==> src/rtl/sock_arb_pkg.sv <==
// Shared definitions for the socket channel arbiter: control FSM states,
// default header width and channel-ID header helpers.
package sock_arb_pkg;

    localparam int unsigned HDRW_DEF = 8;

    typedef enum logic [1:0] {
        ST_RUN     = 2'd0,
        ST_DRAIN   = 2'd1,
        ST_STOPPED = 2'd2
    } state_t;

    // Header value for a channel index, truncated by the caller to its width.
    function automatic logic [31:0] hdr_pack(input int unsigned ch);
        return 32'(ch);
    endfunction

    // True when a received header addresses an existing channel.
    function automatic logic hdr_in_range(input logic [31:0] hdr, input int unsigned nch);
        return hdr < nch;
    endfunction

endpackage

==> src/rtl/rr_arb.sv <==
// Round-robin selector: search starts one past the last granted channel and
// returns the first requester as both a one-hot grant and an index.
module rr_arb #(
    parameter int unsigned NCH = 4,
    parameter int unsigned PW  = (NCH > 1) ? $clog2(NCH) : 1
) (
    input  logic [NCH-1:0] i_req,
    input  logic [PW-1:0]  i_last,
    output logic [NCH-1:0] o_gnt,
    output logic [PW-1:0]  o_gnt_idx,
    output logic           o_any
);

    int unsigned w_start;
    int unsigned w_best;
    int unsigned w_dist;

    // Distance from the search start decides priority; smallest wins.
    always_comb begin
        o_gnt     = '0;
        o_gnt_idx = '0;
        o_any     = 1'b0;
        w_start   = (32'(i_last) + 1 >= NCH) ? 0 : 32'(i_last) + 1;
        w_best    = NCH;
        w_dist    = 0;
        for (int unsigned c = 0; c < NCH; c++) begin
            w_dist = (c >= w_start) ? c - w_start : c + NCH - w_start;
            if (i_req[c] && (w_dist < w_best)) begin
                w_best    = w_dist;
                o_gnt     = '0;
                o_gnt[c]  = 1'b1;
                o_gnt_idx = PW'(c);
                o_any     = 1'b1;
            end
        end
    end

endmodule

==> src/rtl/sock_chan_arb.sv <==
// Multiplexes NCH tagged channels onto one socket word stream and demuxes
// inbound tagged words back to per-channel pulses, with a stop/drain FSM.
module sock_chan_arb
    import sock_arb_pkg::*;
#(
    parameter int unsigned NCH    = 4,
    parameter int unsigned DWIDTH = 32,
    parameter int unsigned HDRW   = HDRW_DEF
) (
    input  logic                   clk,
    input  logic                   rst,
    input  logic [NCH*DWIDTH-1:0]  tx_data,
    input  logic [NCH-1:0]         tx_valid,
    output logic [NCH-1:0]         tx_ready,
    output logic [HDRW+DWIDTH-1:0] sock_din,
    output logic                   sock_din_valid,
    input  logic                   sock_din_ready,
    input  logic [HDRW+DWIDTH-1:0] sock_dout,
    input  logic                   sock_dout_valid,
    output logic [NCH*DWIDTH-1:0]  rx_data,
    output logic [NCH-1:0]         rx_valid,
    input  logic                   stop_req,
    output logic                   socket_nb_condition,
    output logic                   socket_stop,
    output logic [15:0]            rx_err_cnt
);

    localparam int unsigned PW = (NCH > 1) ? $clog2(NCH) : 1;

    state_t                   r_state;
    state_t                   w_next_state;
    logic [PW-1:0]            r_last;
    logic [HDRW+DWIDTH-1:0]   r_din;
    logic                     r_dvalid;
    logic [NCH*DWIDTH-1:0]    r_rx_data;
    logic [NCH-1:0]           r_rx_valid;
    logic [15:0]              r_err;

    logic [NCH-1:0]           w_gnt;
    logic [PW-1:0]            w_gidx;
    logic                     w_any;
    logic                     w_can_load;
    logic                     w_open;
    logic                     w_hs;
    logic [DWIDTH-1:0]        w_sel_data;
    logic [HDRW-1:0]          w_hdr;
    logic                     w_hdr_ok;

    rr_arb #(
        .NCH (NCH),
        .PW  (PW)
    ) u_rr_arb (
        .i_req     (tx_valid),
        .i_last    (r_last),
        .o_gnt     (w_gnt),
        .o_gnt_idx (w_gidx),
        .o_any     (w_any)
    );

    assign w_can_load = !r_dvalid || sock_din_ready;
    assign w_open     = (r_state == ST_RUN) && w_can_load;
    assign tx_ready   = w_gnt & {NCH{w_open}};
    assign w_hs       = w_any && w_open;

    always_comb begin
        w_sel_data = '0;
        for (int unsigned c = 0; c < NCH; c++) begin
            if (w_gidx == PW'(c)) w_sel_data = tx_data[c*DWIDTH +: DWIDTH];
        end
    end

    always_ff @(posedge clk) begin
        if (rst) begin
            r_dvalid <= 1'b0;
            r_din    <= '0;
            r_last   <= PW'(NCH - 1);
        end else if (w_hs) begin
            r_dvalid <= 1'b1;
            r_din    <= {HDRW'(hdr_pack(32'(w_gidx))), w_sel_data};
            r_last   <= w_gidx;
        end else if (sock_din_ready) begin
            r_dvalid <= 1'b0;
        end
    end

    // DRAIN ends on the cycle the last word drains, so STOPPED follows its handshake directly.
    always_comb begin
        w_next_state = r_state;
        unique case (r_state)
            ST_RUN:     if (stop_req) w_next_state = ST_DRAIN;
            ST_DRAIN:   if (!r_dvalid || sock_din_ready) w_next_state = ST_STOPPED;
            ST_STOPPED: w_next_state = ST_STOPPED;
            default:    w_next_state = ST_RUN;
        endcase
    end

    always_ff @(posedge clk) begin
        if (rst) r_state <= ST_RUN;
        else     r_state <= w_next_state;
    end

    assign w_hdr    = sock_dout[DWIDTH +: HDRW];
    assign w_hdr_ok = hdr_in_range(32'(w_hdr), NCH);

    always_ff @(posedge clk) begin
        if (rst) begin
            r_rx_valid <= '0;
            r_rx_data  <= '0;
            r_err      <= '0;
        end else begin
            r_rx_valid <= '0;
            if (sock_dout_valid) begin
                if (w_hdr_ok) begin
                    for (int unsigned c = 0; c < NCH; c++) begin
                        if (32'(w_hdr) == c) begin
                            r_rx_valid[c]                  <= 1'b1;
                            r_rx_data[c*DWIDTH +: DWIDTH]  <= sock_dout[DWIDTH-1:0];
                        end
                    end
                end else if (r_err != 16'hFFFF) begin
                    r_err <= r_err + 16'd1;
                end
            end
        end
    end

    assign sock_din            = r_din;
    assign sock_din_valid      = r_dvalid;
    assign rx_data             = r_rx_data;
    assign rx_valid            = r_rx_valid;
    assign rx_err_cnt          = r_err;
    assign socket_stop         = (r_state == ST_STOPPED);
    assign socket_nb_condition = (|tx_valid) | r_dvalid | sock_dout_valid;

endmodule

==> config.mk <==
export PLATFORM = sky130hd
export DESIGN_NAME = sock_chan_arb
export DESIGN_NICKNAME = d
export VERILOG_FILES = /design/src/rtl/sock_arb_pkg.sv /design/src/rtl/rr_arb.sv /design/src/rtl/sock_chan_arb.sv
export SDC_FILE = /design/constraint.sdc
export NUM_CORES = 1
export LEC_CHECK = 0
export CAP_MARGIN = 0
export CORE_ASPECT_RATIO = 0.6
export CORE_MARGIN = 4
export CORE_UTILIZATION = 35
export DETAILED_ROUTE_END_ITERATION = 6
export GPL_TIMING_DRIVEN = 0
export MAX_ROUTING_LAYER = met4
export PLACE_DENSITY_LB_ADDON = 0.15
export SETUP_SLACK_MARGIN = 0.2
export SLEW_MARGIN = 5
export SYNTH_ARGS = -nofsm -noshare
export SYNTH_HDL_FRONTEND = slang
export SYNTH_HIERARCHICAL = 1
export SYNTH_SLANG_ARGS = --single-unit
==> constraint.sdc <==
create_clock -name clk -period 11 [get_ports clk]
set_clock_uncertainty 0.15 [all_clocks]
set_input_delay 2.2 -clock clk [delete_from_list [all_inputs] [get_ports clk]]
set_output_delay 2.2 -clock clk [all_outputs]
set_load 0.01 [all_outputs]
# After elaboration in Yosys (flattened, before gate mapping)
# Index checks and enable logic that the tools add are counted.
[classes] addsub=10 magnitude_cmp=10 n_eq_ne=11 muxes=32 bitwise=5 n_reduce_logical=20
[op_table] cell="$mux W32" count=12
[op_table] cell="$sub A3 B32 Y32 const A" count=4
[op_table] cell="$lt A32 B32 Y1" count=3
[op_table] cell="$ge A1 B32 Y1 const A" count=2
[op_table] cell="$ge A2 B32 Y1 const A" count=2
[op_table] cell="$sub A1 B32 Y32 const A" count=2
[op_table] cell="$sub A2 B32 Y32 const A" count=2
[op_table] cell="$lt A32 B3 Y1 const B" count=1
[op_table] cell="$add A16 B1 Y16 const B" count=1
[op_table] cell="$eq A8 B2 Y1 const B" count=2
[op_table] cell="$ne A16 B16 Y1 const B" count=1
[op_table] cell="$reduce_and A3 Y1" count=5
[op_table] cell="$mux W1" count=12
[op_table] cell="$mux W2" count=5
[op_table] cell="$eq A8 B1 Y1 const B" count=1
[op_table] cell="$logic_not A8 Y1" count=1
[op_table] cell="$lt A8 B3 Y1 const B" count=1
[op_table] cell="$eq A2 B2 Y1 const B" count=3
[op_table] cell="$logic_and A1 B1 Y1" count=6
[op_table] cell="$pmux W2 S3" count=1
[op_table] cell="$and A4 B4 Y4" count=1
[op_table] cell="$eq A2 B1 Y1 const B" count=2
[op_table] cell="$logic_not A2 Y1" count=2
[op_table] cell="$mux W4" count=1
[op_table] cell="12 further kinds" count=15
[word_totals] reg_bits=187 in_bits=177 out_inout_bits=195 wordCells=98

# Logic depth before layout (Yosys ltp)
[depth] word_depth=22 mapped_depth=29 mapped_depth_nobuf=27

# Hierarchy
# The synthesis kept the hierarchy.
[modules_own_cells] mod="sock_chan_arb" instances=1 cells_each=895 area_per_inst_um2=7593.5 seq_area_each_um2=3743.6
[modules_own_cells] mod="rr_arb" instances=1 cells_each=88 area_per_inst_um2=660.6 seq_area_each_um2=0.0

# Worst setup path before layout
# Ideal clock, no wire load.
[synth_timing] kind="input to output" from="in tx_valid[0]" to="out tx_ready[1]" t_arrival_ps=5933 slack_ps=2717 path_stages=20 path_buffers=0 cell_sequence="inv_1 or2_2 ha_1 o21ai_0 nand4_1 nand3_2 mux2_4 ha_1 nor2_1 nand4b_1 a31o_2 and2_4 mux2_4 ha_1 or3_1 a21oi_1 a311oi_1 a31oi_1 nor2b_1 and3_1"
[synth_between] elab_chain_len=12 word_cells_on_any_way=14
[synth_lines] element="start, declared" line="sock_chan_arb.sv:13" rtl="input logic [NCH-1:0] tx_valid,"
[synth_lines] element="$logic_and A1 B1 Y1 (*)" line="rr_arb.sv:28" rtl="if (i_req[c] && (w_dist < w_best)) begin"
[synth_lines] element="$mux W32 (*)" line="rr_arb.sv:28"
[synth_lines] element="$lt A32 B32 Y1" line="rr_arb.sv:28"
[synth_lines] element="$logic_and A1 B1 Y1" line="rr_arb.sv:28"
[synth_lines] element="$mux W32" line="rr_arb.sv:28"
[synth_lines] element="$lt A32 B32 Y1" line="rr_arb.sv:28"
[synth_lines] element="$logic_and A1 B1 Y1" line="rr_arb.sv:28"
[synth_lines] element="$mux W32" line="rr_arb.sv:28"
[synth_lines] element="$lt A32 B32 Y1" line="rr_arb.sv:28"
[synth_lines] element="$logic_and A1 B1 Y1" line="rr_arb.sv:28"
[synth_lines] element="$mux W4 (*)" line="rr_arb.sv:28"
[synth_lines] element="via w_gnt[1]" line="sock_chan_arb.sv:39" rtl="logic [NCH-1:0] w_gnt;"
[synth_lines] element="$and A4 B4 Y4 (*)" line="sock_chan_arb.sv:62" rtl="assign tx_ready = w_gnt & {NCH{w_open}};"
[synth_lines] element="end, declared" line="sock_chan_arb.sv:14" rtl="output logic [NCH-1:0] tx_ready,"
# Mark *: on every way through the listed nets, which the timed path passes. The rest lies on a longest branch.

# Final worst setup path
[layout_timing] from="in tx_valid[0]" to="out tx_ready[3]"
[layout_between] elab_chain_len=12
[layout_lines] element="$logic_and A1 B1 Y1 (*)" line="rr_arb.sv:28"
[layout_lines] element="$mux W32 (*)" line="rr_arb.sv:28"
[layout_lines] element="$lt A32 B32 Y1" line="rr_arb.sv:28"
[layout_lines] element="$logic_and A1 B1 Y1" line="rr_arb.sv:28"
[layout_lines] element="$mux W32 (*)" line="rr_arb.sv:28"
[layout_lines] element="$lt A32 B32 Y1" line="rr_arb.sv:28"
[layout_lines] element="$logic_and A1 B1 Y1" line="rr_arb.sv:28"
[layout_lines] element="$mux W32 (*)" line="rr_arb.sv:28"
[layout_lines] element="$lt A32 B32 Y1 (*)" line="rr_arb.sv:28"
[layout_lines] element="$logic_and A1 B1 Y1 (*)" line="rr_arb.sv:28"
[layout_lines] element="$mux W4 (*)" line="rr_arb.sv:28"
[layout_lines] element="via w_gnt[3]" line="sock_chan_arb.sv:39"
[layout_lines] element="$and A4 B4 Y4 (*)" line="sock_chan_arb.sv:62"
# Marked as above.

==> impl_metrics.env <==
export IMPL_outcome="complete, no violations"
export IMPL_timing_hold_ws_ns=0.299
export IMPL_crit_arrival_ns=7.71
export IMPL_critPathRequiredTime_ns=8.65
export IMPL_core_mm2=0.0231
export IMPL_leakagePower_nw=4.53
export IMPL_drtAntennaViolNets=0
export IMPL_p_per_area_mw_per_mm2=210
export IMPL_synthTopCellsByCount="337 x nand2_1, 187 x dfxtp_1, 174 x a21oi_1"
export IMPL_hp_class="flip-flop to flip-flop"
export IMPL_end_kind="output port"
export IMPL_synth_area_leaders="dfxtp_1 45%, nand2_1 15%, a21oi_1 11%, mux4_2 8.7%, ha_1 3.3%"
export IMPL_grt_overflow_total=0
export IMPL_cts_setup_buffers=0
export IMPL_synth_cell_types=54
export IMPL_final_setup_viol_count=0
export IMPL_synth_edf_count=0
export IMPL_fin_crit_ns=10.06
export IMPL_hold_start="rx_data[2]"
export IMPL_slowest_stage="clkdlybuf4s50_1"
export IMPL_synth_async_reset_ratio_pct=0
export IMPL_hold_buffers=0
export IMPL_final_max_slew_viol_count=0
export IMPL_antenna_found_initial=1
export IMPL_numPortBuffers=364
export IMPL_clock_sinks=187
export IMPL_clock_fmax_mhz=99.4
export IMPL_yosys_area_top_type="dfxtp_1"
export IMPL_post_place_ws_ns=1.02
export IMPL_seq_area_mm2=0.00374
export IMPL_ir_drop_mv=0.200
export IMPL_placedCellCount=1673
export IMPL_initial_utilization_pct=35.7
export IMPL_clock_latency_ns=0.43
export IMPL_wl_per_cell_um=18.7
export IMPL_htree_levels=4
export IMPL_drive_above_1_share_pct=7.84
export IMPL_routed_wl_um=31900
export IMPL_drt_vias_per_instance=4.90
export IMPL_crit_path_max_fanout=9
export IMPL_clockRootBuffer="clkbuf_16"
export IMPL_fin_cells=1706
export IMPL_grt_pass1_vias=8189
export IMPL_num_rows=43
export IMPL_path_class="input pin to output port"
export IMPL_place_area_mm2=0.0123
export IMPL_path_clk_slew_ns=0.07
export IMPL_drt_iter0_drc=464
export IMPL_utilization_pct=55.8
export IMPL_dp_hpwl_um=25300
export IMPL_setup_worst_path_start="tx_valid[0]"
export IMPL_clk_path_buf_depth=2
export IMPL_cp_start_kind="input pin"
export IMPL_fp_dieW_um=206
export IMPL_fin_crit_sh_pct=91.4
export IMPL_synth_seq_area_share_pct=45.4
export IMPL_cpPeakStageDelay_ns=0.70
export IMPL_synth_ff_type="dfxtp_1"
export IMPL_hold_viol=0
export IMPL_multiInputGateArea_mm2=0.00416
export IMPL_cts_tree="yes"
export IMPL_yosysWarnings=6
export IMPL_nNetsFinal=1576
export IMPL_globalplace_congestion=0.855
export IMPL_syn_area_mm2=0.00825
export IMPL_crit_chain="clkdlybuf4s50_1 -> inv_1 -> or2_2 -> ha_1 -> o21ai_0 -> nand4_1 -> nand3_2 -> mux2_4 -> ha_1 -> o21ai_0 -> nand3_1 -> and2_4 -> mux2_4 -> ha_1 -> or3_1 -> a21oi_1 -> a21oi_1 -> a31oi_1 -> and3_1 -> clkdlybuf4s50_1"
export IMPL_p_total_mw=2.71
export IMPL_path_common_cell="ha_1"
export IMPL_yosys_cell_count_top_type="nand2_1"
export IMPL_rsz0062_at_grt="false"
export IMPL_die_area_mm2=0.0262
export IMPL_ctsResizeCount=0
export IMPL_grt_pass1_wl_um=47500
export IMPL_ys_ff_latch=187
export IMPL_via_count=8358
export IMPL_grt_usage_pct=24.5
export IMPL_numCtsBuffers=17
export IMPL_worst_pin_slew_ns=0.721
export IMPL_synth_area_per_cell_um2=8.40
export IMPL_max_cap_viol_count=0
export IMPL_final_cell_area_mm2=0.0129
export IMPL_io_pins=372
export IMPL_slew_headroom_pct=51.9
export IMPL_areaGrowthSynthToFinish_pct=56.5
export IMPL_dr_pass1_iters=5
export IMPL_fp_dieH_um=127
export IMPL_fin_tns_setup_ns=0
export IMPL_n_fill_cell=2152
export IMPL_drc=0
export IMPL_synth_top_area_share_pct=45.4
export IMPL_reg2reg_from="r_last[0]"
export IMPL_timing_final_ws_setup_ns=0.944
export IMPL_grt_max_degree=17
export IMPL_syn_inst=983
## final cells by class
type / instances / area share (%)
timing repair buffer: 364 / 28.2
antenna: 1 / 0.0194
multi-input combinational: 722 / 32.2
sequential: 187 / 29.0
tap: 315 / 3.05
clock inverter: 11 / 0.920
inverter: 11 / 0.320
clock buffer: 21 / 3.57
buffer: 74 / 2.74
## sequential cells by signal (all words and copies together) (netlist names)
name,flops
sock_din,34
r_state,2
r_last,2
sock_din_valid,1
rx_data,128
rx_err_cnt,16
rx_valid,4
## cell families (layout without fill, tap and decap cells)
kind of cell | count (synthesis) | after routing | synth area share [%]
buf+inv | 85 | 481 | 4.79
mux | 39 | 39 | 9.72
other cells | 3 | 15 | 0.136
xor+xnor | 15 | 15 | 1.59
simple gates | 445 | 445 | 23.2
flops | 187 | 187 | 45.4
fa+ha+maj | 22 | 22 | 3.33
compound gates | 187 | 187 | 11.9
## where the power goes
part | leakage [nW] | switching (mW) | internal [mW]
Combinational | 2.72 | 0.684 | 0.666
Sequential | 1.51 | 0.0260 | 0.725
Clock | 0.287 | 0.267 | 0.347
Total | 4.53 | 0.977 | 1.74
## layout by cell type (no fill, tap or decap), drive strengths merged, types with 2 or more instances in the layout
| cell | Yosys | routed |
|---|---|---|
| o21ai | 4 | 4 |
| nor3 | 6 | 6 |
| nand3 | 9 | 9 |
| dfxtp | 187 | 187 |
| clkinv | 0 | 7 |
| bufinv | 0 | 2 |
| inv | 11 | 12 |
| nand2 | 337 | 337 |
| nand4 | 9 | 9 |
| nand3b | 2 | 2 |
| nor2 | 31 | 31 |
| or3 | 3 | 3 |
| and3 | 8 | 8 |
| nor2b | 4 | 4 |
| nand2b | 4 | 4 |
| mux4 | 32 | 32 |
| xnor2 | 11 | 11 |
| conb | 3 | 14 |
| nor3b | 3 | 3 |
| nor4 | 10 | 10 |
| clkbuf | 45 | 66 |
| or2 | 5 | 5 |
| or4 | 5 | 5 |
| clkdlybuf4s50 | 0 | 364 |
| mux2i | 4 | 4 |
| mux2 | 3 | 3 |
| buf | 29 | 29 |
| and2 | 3 | 3 |
| nor4b | 2 | 2 |
| o211ai | 2 | 2 |
| xor2 | 4 | 4 |
| a21oi | 174 | 174 |
| ha | 22 | 22 |
## critical path, delay by kind of cell
| family | cells | cell delay, ns |
|---|---|---|
| AOI/OAI and AO/OA | 5 | 1.00 |
| buffers and inverters | 3 | 1.31 |
| muxes | 2 | 0.63 |
| and+or+nand+nor | 7 | 1.80 |
| adders and majority gates | 3 | 0.77 |
## per-layer routing
metal | wire length (um) | vias to the layer above | global-route usage [%]
met2 | 14100 | 280 | 36.2
met5 | 0 | - | -
li1 | - | 4084 | -
met1 | 15000 | 3974 | 33.8
met3 | 2410 | 20 | 6.85
met4 | 341 | 0 | 4.93
## path summary, 6_finish.rpt
check	slack, ns	to	cells past startpoint
max	0.94	tx_ready[3]	20
min	0.30	rx_data[2]	2
max reg2reg	3.98	sock_din[31]	26
min reg2reg	0.30	rx_data[2]	2
Note: power is estimated with default switching activity, not from simulation.
